**src/rtl/spi_rx_pkg.sv**
```systemverilog
// Shared definitions for the SPI pixel receiver: beat arithmetic, parameter legality and FIFO entry layout.
package spi_rx_pkg;

    typedef enum logic {
        IDLE = 1'b0,
        RECV = 1'b1
    } spi_rx_state_t;

    localparam int SPI_RX_DEFAULT_PIXEL_WIDTH = 8;

    // Entry layout for the default pixel width; the top builds the same layout at its own width.
    typedef struct packed {
        logic [SPI_RX_DEFAULT_PIXEL_WIDTH-1:0] pixel;
        logic                                  last;
    } spi_rx_entry_t;

    function automatic int spi_rx_beats(input int pixel_width, input int lines);
        return pixel_width / lines;
    endfunction

    function automatic bit spi_rx_params_ok(input int lines, input int pixel_width, input int depth);
        return (lines >= 1) && (pixel_width >= lines) && ((pixel_width % lines) == 0) &&
               (depth >= 2) && ((depth & (depth - 1)) == 0);
    endfunction

endpackage

```
**src/rtl/spi_rx_fifo.sv**
```systemverilog
// Generic first-word-fall-through FIFO; a push into a full FIFO is accepted only alongside a pop.
module spi_rx_fifo #(
    parameter int WIDTH = 9,
    parameter int DEPTH = 4
) (
    input  logic             clk_in,
    input  logic             rst_in,
    input  logic             push,
    input  logic [WIDTH-1:0] wr_data,
    input  logic             pop,
    output logic [WIDTH-1:0] rd_data,
    output logic             full,
    output logic             empty
);
    localparam int AW = $clog2(DEPTH);
    localparam logic [AW:0] FULL_COUNT = (AW + 1)'(DEPTH);

    logic [WIDTH-1:0] mem_r [DEPTH];
    logic [AW-1:0]    wr_ptr_r;
    logic [AW-1:0]    rd_ptr_r;
    logic [AW:0]      count_r;
    logic             do_push_s;
    logic             do_pop_s;

    assign full      = (count_r == FULL_COUNT);
    assign empty     = (count_r == {(AW + 1){1'b0}});
    assign do_pop_s  = pop & ~empty;
    assign do_push_s = push & (~full | do_pop_s);
    assign rd_data   = mem_r[rd_ptr_r];

    // Storage, pointers and occupancy count.
    always_ff @(posedge clk_in) begin
        if (rst_in) begin
            for (int i = 0; i < DEPTH; i++) begin
                mem_r[i] <= {WIDTH{1'b0}};
            end
            wr_ptr_r <= {AW{1'b0}};
            rd_ptr_r <= {AW{1'b0}};
            count_r  <= {(AW + 1){1'b0}};
        end else begin
            if (do_push_s) begin
                mem_r[wr_ptr_r] <= wr_data;
                wr_ptr_r        <= wr_ptr_r + AW'(1);
            end
            if (do_pop_s) begin
                rd_ptr_r <= rd_ptr_r + AW'(1);
            end
            case ({do_push_s, do_pop_s})
                2'b10:   count_r <= count_r + (AW + 1)'(1);
                2'b01:   count_r <= count_r - (AW + 1)'(1);
                default: count_r <= count_r;
            endcase
        end
    end

endmodule

```
**src/rtl/spi_receive_multi.sv**
```systemverilog
// SPI-style pixel receiver: assembles LINES-wide beats into pixels and queues them in a FWFT FIFO.
// Define SPI_RX_SYNC_EN to put 2-FF synchronizers on every chip-side input.
module spi_receive_multi
    import spi_rx_pkg::*;
#(
    parameter int LINES       = 4,
    parameter int PIXEL_WIDTH = 8,
    parameter int FIFO_DEPTH  = 4
) (
    input  logic                   clk_in,
    input  logic                   rst_in,
    input  logic [LINES-1:0]       chip_data_in,
    input  logic                   chip_clk_in,
    input  logic                   chip_sel_in,
    input  logic                   final_pixel_in,
    output logic [PIXEL_WIDTH-1:0] data_out,
    output logic                   last_out,
    output logic                   valid_out,
    input  logic                   ready_in,
    output logic                   overrun_out,
    output logic                   abort_out
);
    localparam bit PARAMS_OK = spi_rx_params_ok(LINES, PIXEL_WIDTH, FIFO_DEPTH);
    localparam int BEATS     = PARAMS_OK ? spi_rx_beats(PIXEL_WIDTH, LINES) : 1;
    localparam int CW        = (BEATS > 1) ? $clog2(BEATS) : 1;
    localparam logic [CW-1:0] LAST_BEAT = CW'(BEATS - 1);

    typedef struct packed {
        logic [PIXEL_WIDTH-1:0] pixel;
        logic                   last;
    } entry_t;

    logic [LINES-1:0]       data_s;
    logic                   dclk_s;
    logic                   cs_n_s;
    logic                   fin_s;
    spi_rx_state_t          state_r;
    logic                   prev_clk_r;
    logic [CW-1:0]          beat_r;
    logic [CW-1:0]          beat_next_s;
    logic                   abort_r;
    logic                   overrun_r;
    logic                   rise_s;
    logic                   push_s;
    logic                   pop_s;
    logic                   fifo_full_s;
    logic                   fifo_empty_s;
    logic [PIXEL_WIDTH-1:0] next_pixel_s;
    entry_t                 wr_entry_s;
    entry_t                 head_s;

`ifdef SPI_RX_SYNC_EN
    logic [1:0]       dclk_sync_r;
    logic [1:0]       cs_sync_r;
    logic [1:0]       fin_sync_r;
    logic [LINES-1:0] data_sync1_r;
    logic [LINES-1:0] data_sync2_r;

    // Two-stage synchronizers; CS resets to its inactive (high) level.
    always_ff @(posedge clk_in) begin
        if (rst_in) begin
            dclk_sync_r  <= 2'b00;
            cs_sync_r    <= 2'b11;
            fin_sync_r   <= 2'b00;
            data_sync1_r <= {LINES{1'b0}};
            data_sync2_r <= {LINES{1'b0}};
        end else begin
            dclk_sync_r  <= {dclk_sync_r[0], chip_clk_in};
            cs_sync_r    <= {cs_sync_r[0], chip_sel_in};
            fin_sync_r   <= {fin_sync_r[0], final_pixel_in};
            data_sync1_r <= chip_data_in;
            data_sync2_r <= data_sync1_r;
        end
    end

    assign dclk_s = dclk_sync_r[1];
    assign cs_n_s = cs_sync_r[1];
    assign fin_s  = fin_sync_r[1];
    assign data_s = data_sync2_r;
`else
    assign dclk_s = chip_clk_in;
    assign cs_n_s = chip_sel_in;
    assign fin_s  = final_pixel_in;
    assign data_s = chip_data_in;
`endif

    // prev_clk_r follows DCLK even with CS high, so a CS fall during DCLK high is not an edge.
    assign rise_s      = ~cs_n_s & ~prev_clk_r & dclk_s;
    assign beat_next_s = (beat_r == LAST_BEAT) ? {CW{1'b0}} : beat_r + CW'(1);
    assign push_s      = rise_s & (beat_r == LAST_BEAT);
    assign pop_s       = ~fifo_empty_s & ready_in;

    generate
        if (BEATS > 1) begin : g_shift
            logic [PIXEL_WIDTH-LINES-1:0] shift_r;

            // Earlier beats of the current pixel, first beat towards the MSBs.
            always_ff @(posedge clk_in) begin
                if (rst_in) begin
                    shift_r <= {(PIXEL_WIDTH - LINES){1'b0}};
                end else if (rise_s) begin
                    shift_r <= next_pixel_s[PIXEL_WIDTH-LINES-1:0];
                end else begin
                    shift_r <= shift_r;
                end
            end

            assign next_pixel_s = {shift_r, data_s};
        end else begin : g_no_shift
            assign next_pixel_s = data_s;
        end
    endgenerate

    // CS state machine, beat counter, abort pulse and sticky overrun flag.
    always_ff @(posedge clk_in) begin
        if (rst_in) begin
            state_r    <= IDLE;
            prev_clk_r <= 1'b0;
            beat_r     <= {CW{1'b0}};
            abort_r    <= 1'b0;
            overrun_r  <= 1'b0;
        end else begin
            prev_clk_r <= dclk_s;
            abort_r    <= 1'b0;
            if (push_s && fifo_full_s && !pop_s) begin
                overrun_r <= 1'b1;
            end
            case (state_r)
                IDLE: begin
                    if (!cs_n_s) begin
                        state_r <= RECV;
                        beat_r  <= rise_s ? beat_next_s : {CW{1'b0}};
                    end else begin
                        beat_r <= {CW{1'b0}};
                    end
                end
                RECV: begin
                    if (cs_n_s) begin
                        state_r <= IDLE;
                        beat_r  <= {CW{1'b0}};
                        abort_r <= (beat_r != {CW{1'b0}});
                    end else if (rise_s) begin
                        beat_r <= beat_next_s;
                    end
                end
                default: begin
                    state_r <= IDLE;
                    beat_r  <= {CW{1'b0}};
                end
            endcase
        end
    end

    assign wr_entry_s = '{pixel: next_pixel_s, last: fin_s};

    spi_rx_fifo #(
        .WIDTH ($bits(entry_t)),
        .DEPTH (FIFO_DEPTH)
    ) u_fifo (
        .clk_in  (clk_in),
        .rst_in  (rst_in),
        .push    (push_s),
        .wr_data (wr_entry_s),
        .pop     (pop_s),
        .rd_data (head_s),
        .full    (fifo_full_s),
        .empty   (fifo_empty_s)
    );

    assign data_out    = head_s.pixel;
    assign last_out    = head_s.last;
    assign valid_out   = ~fifo_empty_s;
    assign overrun_out = overrun_r;
    assign abort_out   = abort_r;

endmodule

```
**config.mk**
```make
export PLATFORM = sky130hd
export DESIGN_NAME = spi_receive_multi
export DESIGN_NICKNAME = d
export VERILOG_FILES = /design/src/rtl/spi_rx_pkg.sv /design/src/rtl/spi_rx_fifo.sv /design/src/rtl/spi_receive_multi.sv
export SDC_FILE = /design/constraint.sdc
export NUM_CORES = 1
export LEC_CHECK = 0
export BUFFER_PORTS_ARGS = -buffer_cell sky130_fd_sc_hd__buf_4
export CAP_MARGIN = 5
export CORE_MARGIN = 2
export CORE_UTILIZATION = 51
export CTS_CLUSTER_DIAMETER = 40
export DETAILED_ROUTE_END_ITERATION = 12
export PLACE_DENSITY = 0.74
export SLEW_MARGIN = 10
export SYNTH_ARGS = -nofsm -noshare
export SYNTH_HDL_FRONTEND = slang
export SYNTH_SLANG_ARGS = --single-unit
```
**constraint.sdc**
```tcl
create_clock -name clk_in -period 3.8 [get_ports clk_in]
set_clock_uncertainty 0.2 [all_clocks]
set_input_delay 0.38 -clock clk_in [delete_from_list [all_inputs] [get_ports clk_in]]
set_output_delay 0.38 -clock clk_in [all_outputs]
set_load 0.01 [all_outputs]
```
Word-level counts from Yosys, hierarchy flattened
Memory sizes are Yosys's and may differ from the RTL's. A register that Yosys moved wholly into a read port is not among the register bits.
Index checks and enable logic that the tools add are counted.
{ "totals": {"register_bits": 16, "ramBits": 36, "word_cells": 56, "memories": 1} }
{ "classes": {"add_sub_neg": 5, "n_eq_ne": 4, "mux": 18, "bitwise_logic": 12, "n_reduce_logical": 7} }
{ "memory_table": {"columns": ["name", "words", "width", "rd", "rd_ports_with_merged_regs", "wr", "line", "rtl"], "rows": [
  ["u_fifo.mem_r", 4, 9, 1, 1, 4, "spi_rx_fifo.sv:18", "logic [WIDTH-1:0] mem_r [DEPTH];"]
]} }
{ "ops": {"columns": ["cell", "count"], "rows": [
  ["1-bit two-way mux", 12],
  ["9-bit two-way mux", 1],
  ["9-bit OR reduction", 1],
  ["1-bit AND", 6],
  ["2-bit two-way mux", 3],
  ["3-bit case mux with 2 select lines", 1],
  ["1-bit NOT", 5],
  ["2-bit by 1-bit adder with 2-bit output (second input constant)", 2],
  ["3-bit by 1-bit adder with 3-bit output (second input constant)", 1],
  ["3-bit equality test (second input constant)", 1],
  ["3-bit logical NOT", 1],
  ["3-bit by 2-bit != test with 1-bit output (second input constant)", 1],
  ["3-bit OR reduction", 1],
  ["3-bit by 1-bit subtractor with 3-bit output (second input constant)", 1],
  ["2-bit by 1-bit equality test with 1-bit output (second input constant)", 1],
  ["2-bit equality test (second input constant)", 1],
  ["1-bit logical AND", 2],
  ["1-bit case mux with 2 select lines", 1],
  ["2-bit nonzero test", 1],
  ["1-bit adder (second input constant)", 1],
  ["1-bit logical NOT", 1],
  ["1-bit OR", 1]
]} }

Depth between registers and ports, before layout
{ "depth": {"word_depth": 11, "depth_mapped": 10, "mapped_depth_nobuf": 8} }

By module
Synthesis repeated with hierarchy kept, for this count alone.
{ "unflattened": {"hier_cells": 176, "area_unflattened_um2": 2439.8} }
{ "by_module_without_submodules": {"columns": ["module", "n_inst", "cells_per_inst", "area_per_inst_um2", "seq_area_each_um2"], "rows": [
  ["spi_rx_fifo", 1, 140, 2049.5, 1261.2],
  ["spi_receive_multi", 1, 36, 390.4, 180.2]
]} }

Worst setup path before layout
OpenSTA, ideal clock, no wires.
{ "synth_path": {"path_kind": "register to register", "startpoint": "register u_fifo.count_r[1]", "endpoint": "register u_fifo.count_r[2]", "arrival_time_ns": 2.372, "path_slack_ns": 1.157, "stages_incl_launch_ff": 11, "n_path_buf": 2, "synth_period_minus_slack_ns": 2.643, "cell_sequence": "dfxtp_1 > or4b_1 > buf_6 > nand2_8 > buf_8 > ha_1 > inv_1 > fa_1 > xor2_1 > or3_1 > a21oi_1"} }
{ "synth_via": {"elab_chain_cells": 8} }
{ "synth_rtl": {"columns": ["element", "line", "rtl"], "rows": [
  ["start: declaration", "spi_rx_fifo.sv:21", "logic [AW:0] count_r;"],
  ["start signal: assignment", "spi_rx_fifo.sv:39", "count_r <= {(AW + 1){1'b0}};"],
  ["start signal: assignment", "spi_rx_fifo.sv:49", "2'b10: count_r <= count_r + (AW + 1)'(1);"],
  ["start signal: assignment", "spi_rx_fifo.sv:50", "2'b01: count_r <= count_r - (AW + 1)'(1);"],
  ["3-bit logical NOT", "spi_rx_fifo.sv:26", "assign empty = (count_r == {(AW + 1){1'b0}});"],
  ["1-bit NOT", "spi_rx_fifo.sv:27, spi_receive_multi.sv:91", null],
  ["1-bit AND", "spi_receive_multi.sv:91", "assign pop_s = ~fifo_empty_s & ready_in;"],
  ["1-bit AND", "spi_rx_fifo.sv:27", "assign do_pop_s = pop & ~empty;"],
  ["1-bit OR", "spi_rx_fifo.sv:28", "assign do_push_s = push & (~full | do_pop_s);"],
  ["1-bit AND", "spi_rx_fifo.sv:28", null],
  ["2-bit by 1-bit equality test with 1-bit output / 2-bit equality test (equally long branches)", "spi_rx_fifo.sv:48", "case ({do_push_s, do_pop_s})"],
  ["3-bit case mux with 2 select lines / 2-bit nonzero test (equally long branches)", null, null]
]} }
Parallel ways exist; a longest one is shown, timed or not.
A chain may end at the register's enable or synchronous reset.

Worst setup path after layout
{ "layout_path": {"startpoint": "register u_fifo.count_r[0]", "endpoint": "register u_fifo.count_r[2]"} }
The elaborated chain is that of the path after synthesis.

==> key figures <==
Yosys
  – Seq/Total Area, Yosys: between 50% and 60%
  – Synthesized instance count: around 180
  – Count leader, synth: edfxtp_1
  – Yosys cell types: 44
  – Adder-cell share of the synthesized area: roughly 1.3%
  – Syn Nets: 188
  – Avg Cell Area, Syn: 13.71 um^2
  – Post-synth EDFFs: 36
  – Mapped Area: ~2400 um^2
  – Post-synth ARST share: 0%
  – Post-Synth Simple-Gate Area: between 20% and 30%
  – Dominant cell type by area after synthesis: edfxtp_1
  – Compound-Gate Fraction of Synth Area: about 3.8%
  – Top cells by count, synth: edfxtp_1 (36), nor2_1 (26), dfxtp_1 (18), and2_1 (14)
  – Synth top area cells: edfxtp_1 (45%), dfxtp_1 (15%), mux4_2 (8.4%)
  – Synth Area in XOR/XNOR: between 1 and 1.5%
  – Mux cell area share after synthesis: roughly a tenth
  – Main combinational cell family by area after synthesis: simple AND/OR/NAND/NOR gates
  – Most used flip-flop cell after synthesis: edfxtp_1
  – Yosys warns: 0
  – Synth top area share: approximately 45%
  – Synth Register Bits: 54

STA
  – Max transition margin: 56.75%
  – RSZ-0062 raised after global routing: no
  – Worst slew pin tran: approximately 650 ps
  – Final worst setup slack: roughly 960 ps
  – # setup viols final: 0
  – Final min period: between 2000 and 3000 ps
  – Max Slew Vio Count: 0
  – Setup TNS: 0 ps
  – Fmax: between 0.3 and 0.4 GHz
  – Final hold violation count: 0
  – Tcrit/Tclk final: between 70% and 80%

Setup path
  – Critical Path Fanout Max: 18
  – Crit path launch type: register
  – Arr. time, crit path: 2890 ps
  – CP Capture Type: register
  – WS Path Type: register to register
  – CP required: between 3000 and 4000 ps

Place
  – Placed Area: 2595 um^2
  – PortBufs: 21
  – Post-DP HPWL: 3064 um
  – Final GP Congestion: roughly 0.78
  – Setup slack after placement: just under 900 ps

Global routing
  – Global-route wire length before repair: about 7100 um
  – GRT Residual Overflow: 0
  – Gr usage total: a little under a fifth
  – Largest net degree at the start of global routing: 22
  – Vias in the first global route: 1,457
  – Initial antenna violation count: 0

Drt
  – DR DRC count: 0
  – 1st-iter DRT viols: 94
  – Via-to-Cell Ratio: around 6
  – Post-DRT Antenna Nets: 0
  – Detailed Route WL: 4456 um
  – DR WL/cell: about 18 um
  – Router iterations before antenna repair: 4
  – Routed vias: roughly 1,500

Clocking
  – Clock root buffer: clkbuf_8
  – CTS tree: built
  – Clk sinks: 54
  – Post-CTS Setup Inserts: 0
  – Clock buffer depth: 2
  – Post-CTS Hold Fix Bufs: 0
  – CTS resizes: 0
  – Worst-Skew Late Latency: around 310 ps
  – CTS H-Tree Depth: 2
  – CTS buffer count: 5
  – Reg clk slew, reported paths: roughly 90 ps

Hold path
  – Hold Crit Class: primary input to register

Job
  – Max cap viols: 0

Finish
  – Fin area: 2704 um^2
  – Layout cells sized above 1: a little over a quarter
  – # nets final: 209
  – Ant diodes: 0
  – Post-layout util: approximately 60%
  – Layout area overhead: 12.03%

Floorplan
  – Die Ht: between 70 and 80 um
  – Core ar.: 4629 um^2
  – Die X: around 73 um
  – Die Area: ~5300 um^2
  – Starting density of the core: between 50% and 60%
  – Io pins: 22
  – Core Rows: 25

Power and ir drop
  – Static Leak: slightly above 0.9 nW
  – Worst vdd ir: 183.1 uV
  – Power per cell area: roughly 400 nW/um^2

Run status
  – Outcome: completed
## flip-flops by register name (all words and copies together), names as in the netlist, named ones only
name,cells
prev_clk_r,1
u_fifo.rd_ptr_r,2
u_fifo.wr_ptr_r,2
u_fifo.count_r,3
abort_out,1
beat_r,1
u_fifo.mem_r,36
overrun_out,1
state_r,1
g_shift.shift_r,4
## through the flow
stage                     power, mW  instances  hold slack (ps)
after floorplan              0.6935        176            252.4
after global placement       0.7183        244            256.8
after detailed placement     0.7221        244            274.8
after CTS                     1.093        252            65.93
after global routing          1.120        252            67.43
final                         1.086        252            76.92
## layer usage
metal  GRT usage, %  share of wire [%]  up-vias
met5              0                  0        -
met1          21.79                 41      728
li1               -                  -      686
met3          4.144                5.6        6
met4          7.613                1.1        0
met2          32.42                 53       50
## layout by cell type, fill, tap and decap left out, drive strengths merged, types with 2 or more instances in the layout
master / n
edfxtp: 36
nor2: 26
buf: 23
dfxtp: 18
and2: 14
nand2: 10
mux4: 9
clkbuf: 5
nor4: 5
inv: 4
nor3: 4
mux2i: 4
a21oi: 4
o21ai: 3
xor2: 3
nor3b: 3
or3: 3
nand2b: 2
nor4b: 2
clkinv: 2
or2: 2
## logic make-up after synthesis
logic type | count (synthesis)
flip-flops | 54
XOR/XNOR | 4
AND/OR/NAND/NOR | 77
buffers and inverters | 13
adder cells (fa/ha/maj) | 2
AO/OA/AOI/OAI | 12
multiplexers | 14
## report_power, final
group | internal, mW | switching (mW) | total, mW
logic | 0.0271 | 0.0320 | 0.0591
registers | 0.641 | 0.00834 | 0.649
clock network | 0.194 | 0.184 | 0.378
## final timing paths
path / startpoint / end / slack, ps / cells after the start
max: u_fifo.count_r[0] / u_fifo.count_r[2] / 960 / 8
min: chip_sel_in / state_r / 80 / 2
max reg2reg: u_fifo.count_r[0] / u_fifo.count_r[2] / 960 / 8
min reg2reg: g_shift.shift_r[3] / g_shift.shift_r[3] / 300 / 2
## layout make-up
type / instances / area (um^2)
fill: 368 / 1926
sequential: 54 / 1441
multi-input combinational: 109 / 898.4
timing repair buffer: 23 / 172.7
clock buffer: 5 / 68.82
tap: 54 / 67.56
clock inverter: 3 / 40.04
inverter: 4 / 15.01
## worst max-delay path: stages, from the launching register on
cell and delay [ps]:
dfxtp_1 400, or4b_1 720, nand2_8 200, ha_1 210, inv_1 60, fa_1 370
xor2_1 160, or3_1 320, a21oi_1 150
Power figures use the tool's default switching activity.
